File: config.mk
export PLATFORM = sky130hd
export DESIGN_NAME = serial_subtractor
export DESIGN_NICKNAME = d
export VERILOG_FILES = /design/src/rtl/serial_subtractor_pkg.sv /design/src/rtl/serial_subtractor_full_subtractor.sv /design/src/rtl/serial_subtractor.sv
export SDC_FILE = /design/constraint.sdc
export NUM_CORES = 1
export LEC_CHECK = 0
export CAP_MARGIN = 10
export CORE_AREA = 2 2 76 78
export CTS_BUF_LIST = sky130_fd_sc_hd__clkbuf_8
export CTS_CLUSTER_DIAMETER = 100
export CTS_CLUSTER_SIZE = 25
export DETAILED_ROUTE_END_ITERATION = 7
export DIE_AREA = 0 0 78 80
export PLACE_DENSITY = 0.55
export SYNTH_ARGS = -nofsm -noshare
export SYNTH_HDL_FRONTEND = slang
export SYNTH_SLANG_ARGS = --single-unit
File: constraint.sdc
create_clock -name Clk -period 1.6 [get_ports Clk]
set_clock_uncertainty 0.15 [all_clocks]
set_input_delay 0.32 -clock Clk [delete_from_list [all_inputs] [get_ports Clk]]
set_output_delay 0.32 -clock Clk [all_outputs]
set_load 0.01 [all_outputs]
File: src/rtl/serial_subtractor_pkg.sv
// Shared definitions for the bit-serial subtractor: FSM state encoding and
// bit-counter sizing.
package serial_subtractor_pkg;

    typedef enum logic [1:0] {
        IDLE  = 2'd0,
        SHIFT = 2'd1,
        DONE  = 2'd2
    } state_t;

    localparam int unsigned DEFAULT_WIDTH = 8;

    function automatic int unsigned cnt_width(input int unsigned w);
        return (w < 2) ? 1 : $clog2(w);
    endfunction

    localparam int unsigned CNT_W = cnt_width(DEFAULT_WIDTH);

endpackage

File: src/rtl/serial_subtractor_full_subtractor.sv
// Combinational 1-bit full subtractor cell: Diff = A - B - Bin, Bout = borrow out.
module full_subtractor (
    input  logic A,
    input  logic B,
    input  logic Bin,
    output logic Diff,
    output logic Bout
);

    always_comb begin
        Diff = A ^ B ^ Bin;
        Bout = (~A & B) | (~(A ^ B) & Bin);
    end

endmodule

File: src/rtl/serial_subtractor.sv
// Bit-serial LSB-first subtractor Diff = A - B - Bin with Start/Busy/Done handshake.
// Define SERIAL_SUB_OVF_EN to add the registered signed-overflow output Ovf.
module serial_subtractor
    import serial_subtractor_pkg::*;
#(
    parameter int unsigned WIDTH = 8
) (
    input  logic             Clk,
    input  logic             Rst,
    input  logic             Start,
    input  logic [WIDTH-1:0] A,
    input  logic [WIDTH-1:0] B,
    input  logic             Bin,
    output logic             Busy,
    output logic             Done,
    output logic [WIDTH-1:0] Diff,
    output logic             Bout
`ifdef SERIAL_SUB_OVF_EN
    ,
    output logic             Ovf
`endif
);

    localparam int unsigned CW = cnt_width(WIDTH);

    state_t state_q, state_d;

    logic [WIDTH-1:0] a_sh, b_sh;
    logic [WIDTH-2:0] acc;
    logic [WIDTH-1:0] acc_ext;
    logic             borrow_q;
    logic [CW-1:0]    cnt_q;
    logic             d_bit, w_next;
    logic             load, last;

`ifdef SERIAL_SUB_OVF_EN
    logic             a_msb, b_msb;
`endif

    full_subtractor u_fs (
        .A    (a_sh[0]),
        .B    (b_sh[0]),
        .Bin  (borrow_q),
        .Diff (d_bit),
        .Bout (w_next)
    );

    // acc keeps only the WIDTH-1 bits that survive the next shift; the
    // incoming bit on top completes the full-width result.
    assign acc_ext = {d_bit, acc};

    always_comb begin
        load = Start && ((state_q == IDLE) || (state_q == DONE));
        last = (state_q == SHIFT) && (cnt_q == CW'(WIDTH - 1));
    end

    always_ff @(posedge Clk or posedge Rst) begin
        if (Rst) state_q <= IDLE;
        else     state_q <= state_d;
    end

    always_comb begin
        state_d = state_q;
        Busy    = 1'b0;
        Done    = 1'b0;
        case (state_q)
            IDLE: begin
                if (Start) state_d = SHIFT;
            end
            SHIFT: begin
                Busy = 1'b1;
                if (last) state_d = DONE;
            end
            DONE: begin
                Done    = 1'b1;
                state_d = Start ? SHIFT : IDLE;
            end
            default: state_d = IDLE;
        endcase
    end

    always_ff @(posedge Clk or posedge Rst) begin
        if (Rst) begin
            a_sh     <= '0;
            b_sh     <= '0;
            acc      <= '0;
            borrow_q <= 1'b0;
            cnt_q    <= '0;
            Diff     <= '0;
            Bout     <= 1'b0;
`ifdef SERIAL_SUB_OVF_EN
            a_msb    <= 1'b0;
            b_msb    <= 1'b0;
            Ovf      <= 1'b0;
`endif
        end else if (load) begin
            a_sh     <= A;
            b_sh     <= B;
            acc      <= '0;
            borrow_q <= Bin;
            cnt_q    <= '0;
`ifdef SERIAL_SUB_OVF_EN
            a_msb    <= A[WIDTH-1];
            b_msb    <= B[WIDTH-1];
`endif
        end else if (state_q == SHIFT) begin
            a_sh     <= a_sh >> 1;
            b_sh     <= b_sh >> 1;
            acc      <= acc_ext[WIDTH-1:1];
            borrow_q <= w_next;
            cnt_q    <= cnt_q + 1'b1;
            if (last) begin
                Diff <= acc_ext;
                Bout <= w_next;
`ifdef SERIAL_SUB_OVF_EN
                Ovf  <= (a_msb ^ b_msb) & (d_bit ^ a_msb);
`endif
            end
        end
    end

endmodule

==> results.cfg <==
[run_status]
status = complete, no violations

[worst_setup_path]
slowest_delay_ns = 0.39
start_kind = flop
reg2reg_depth = 5
cpMostUsedCell = ha_2
path_class = reg -> reg
endpoint_kind = flop
cpMaxStageDelayCell = dfrtp_1
worstPathCellList = ha_2 > ha_2 > nand3b_1 > buf_12 > mux2_4
cp.arrival_ns = 1.61
cp.required_ns = 1.61
cp_max_fo = 10

[sta]
holdWs_ns = 0.245
period_needed_ns = 1.60
clock.fmax_mhz = 627
rsz0062_at_grt = true
worst_pin_slew_ns = 0.304
hold_viol = 0
slew_viol_final = 0
slew_headroom_pct = 79.7
finalSetupViolations = 0
min_period_over_period_pct = 99.8

[placement]
port_buffers = 30
dp_hpwl_mm = 2.65
gp_congestion = 0.747

[logic_synthesis]
syn_avg_cell_area_um2 = 11.3
synthFlopType = dfrtp_1
ys_top_cells_by_area = dfrtp_1 51%, mux2_4 6.5%, mux2_1 6.1%
ys_ff_latch = 38
syn-cell-area_um2 = 1850
ys_seq_area_share_pct = 51.4
ys_warn_count = 0
syn-num-nets = 187
ys_types = 27
synth-edff-count = 0
postSynthCellCount = 164
synth_top_area_share_pct = 51.4
yosys-top-cells-count = 38 x dfrtp_1, 14 x inv_1, 12 x a21oi_1
synth_largest_area_cell = dfrtp_1
async_flop_share_pct = 100
yosysMostFrequentCell = dfrtp_1

[job]
maxCapViolCount = 0

[routing]
drtIter0Drc = 99
vias = 1309
routedWlPerCell_um = 13.5
ant_nets = 0
vias_per_cell = 4.71
route.detailed.drc = 0
drt_pass1_iterations = 4
routed_wl_mm = 3.74

[floorplanning]
die_h_um = 80
dieWidth_um = 78
rows = 27
ios = 31
start_util_pct = 34.3
dieArea_um2 = 6240
core_region_area_um2 = 5410

[global_routing]
grt_antenna_before_repair = 0
grt_pass1_vias = 1319
grt_pass1_wl_mm = 6.22
grt_usage_pct = 13.0
grt_max_degree = 39
grt_overflow = 0

[clocking]
path_clk_slew_ns = 0.07
cts.path.max_buffers = 2
cts-root-buf = clkbuf_8
cts_tree = yes
h-tree-depth = 2
clock_latency_ns = 0.28
cts_sinks = 38
numCtsBuffers = 5

[hold_path]
worstHoldPathType = in -> async

[cells_and_area]
nNetsFinal = 229
drive_gt1_share_pct = 21.4
final_util_pct = 44.4
area_delta_synth_final_pct = 29.7
num_antenna_cells = 0

[power_and_ir_drop]
leakage_nw = 1.14
powerDensity_nw_per_um2 = 1760
report.power.total_w = 0.00422
irDropWorstVdd_mv = 0.612
==> sequential cells by signal, summed over array words and instances (netlist names) <==
register  flops
Diff          8
a_sh          8
b_sh          8
acc           7
cnt_q         3
state_q       2
Bout          1
borrow_q      1
==> worst paths after layout <==
check / from / end / slack, ns
max in group asynchronous: Rst / state_q[0]$_DFFE_PP0P_ / 0.84
max: cnt_q[0]$_DFFE_PP0P_ / Diff[3]$_DFFE_PP0P_ / 0.004
max reg2reg: cnt_q[0]$_DFFE_PP0P_ / Diff[3]$_DFFE_PP0P_ / 0.004
min reg2reg: Bout$_DFFE_PP0P_ / Bout$_DFFE_PP0P_ / 0.33
min in group Clk: Bout$_DFFE_PP0P_ / Bout$_DFFE_PP0P_ / 0.33
min: Rst / Bout$_DFFE_PP0P_ / 0.24
==> report_power, final <==
part | internal, W | switching (W) | leakage (nW) | total [W]
combinational | 0.00107 | 0.000852 | 0.623 | 0.00192
clock | 0.000292 | 0.000310 | 0.0438 | 0.000602
sequential | 0.00141 | 0.000295 | 0.468 | 0.00170
==> critical path, delay by kind of cell, from the launching register on <==
| kind | cells | cell delay (ns) |
|---|---|---|
| flip-flops | 1 | 0.39 |
| AND/OR/NAND/NOR | 1 | 0.12 |
| buffers and inverters | 1 | 0.16 |
| adder cells (fa/ha/maj) | 2 | 0.35 |
| multiplexers | 1 | 0.30 |
==> cells by family (layout without fill, tap and decap cells) <==
family	after synthesis	count (layout)	synth area share [%]
buffers and inverters	26	68	7.50
DFF	38	38	51.4
AOI/OAI and AO/OA	44	44	14.3
adders and majority gates	3	3	2.43
and+or+nand+nor	29	29	8.65
muxes	23	23	15.3
xor gates and xnor gates	1	1	0.473
==> metrics by stage <==
step           cell area, µm²  setup TNS, ns  std cells  worst slack, ns
5_1_grt                  2400         -0.130        278          -0.0225
2_1_floorplan            1850              0        164           0.0101
3_5_place_dp             2310         -0.301        269          -0.0418
4_1_cts                  2400       -0.00482        278         -0.00482
6_report                 2400              0        278          0.00398
3_3_place_gp             2310         -0.194        269          -0.0388
==> area by class of cell <==
class	instances	area (µm²)
sequential	38	952
fill	529	3000
tap	72	90.1
inverter	14	52.6
clock inverter	2	10.0
timing repair buffer	47	444
multi-input combinational	100	785
clock buffer	5	68.8
==> metal layers <==
metal	part of all wire, %	global-route usage, %
met5	0	0
met4	0.43	4.21
met3	4.1	4.30
met2	51	21.1
met1	44	16.3
==> placed cells by master, fill, tap and decap left out, types with 2 or more instances in the layout <==
cell type	count
ha_2	2
nand2b_1	7
nand3b_1	3
mux2_1	8
dlygate4sd2_1	9
mux2_4	10
o22ai_1	9
clkdlybuf4s50_1	19
o21ai_1	11
nor2b_1	4
clkinv_2	2
a22o_1	4
inv_1	13
nand2_1	9
a211oi_1	4
nand3_1	2
buf_2	2
a21oi_1	12
buf_4	14
mux2i_1	5
buf_12	3
dfrtp_1	37
a21o_1	2
clkbuf_8	5
==> repair_timing <==
item	4_1_cts	5_1_grt
gates cloned	0	0
pin swaps	0	1
setup endpoints to repair	18	10
gates resized for setup	21	3
hold buffers	0	0
buffers inserted	2	0
No activity file was read; power rests on OpenSTA's default activity.
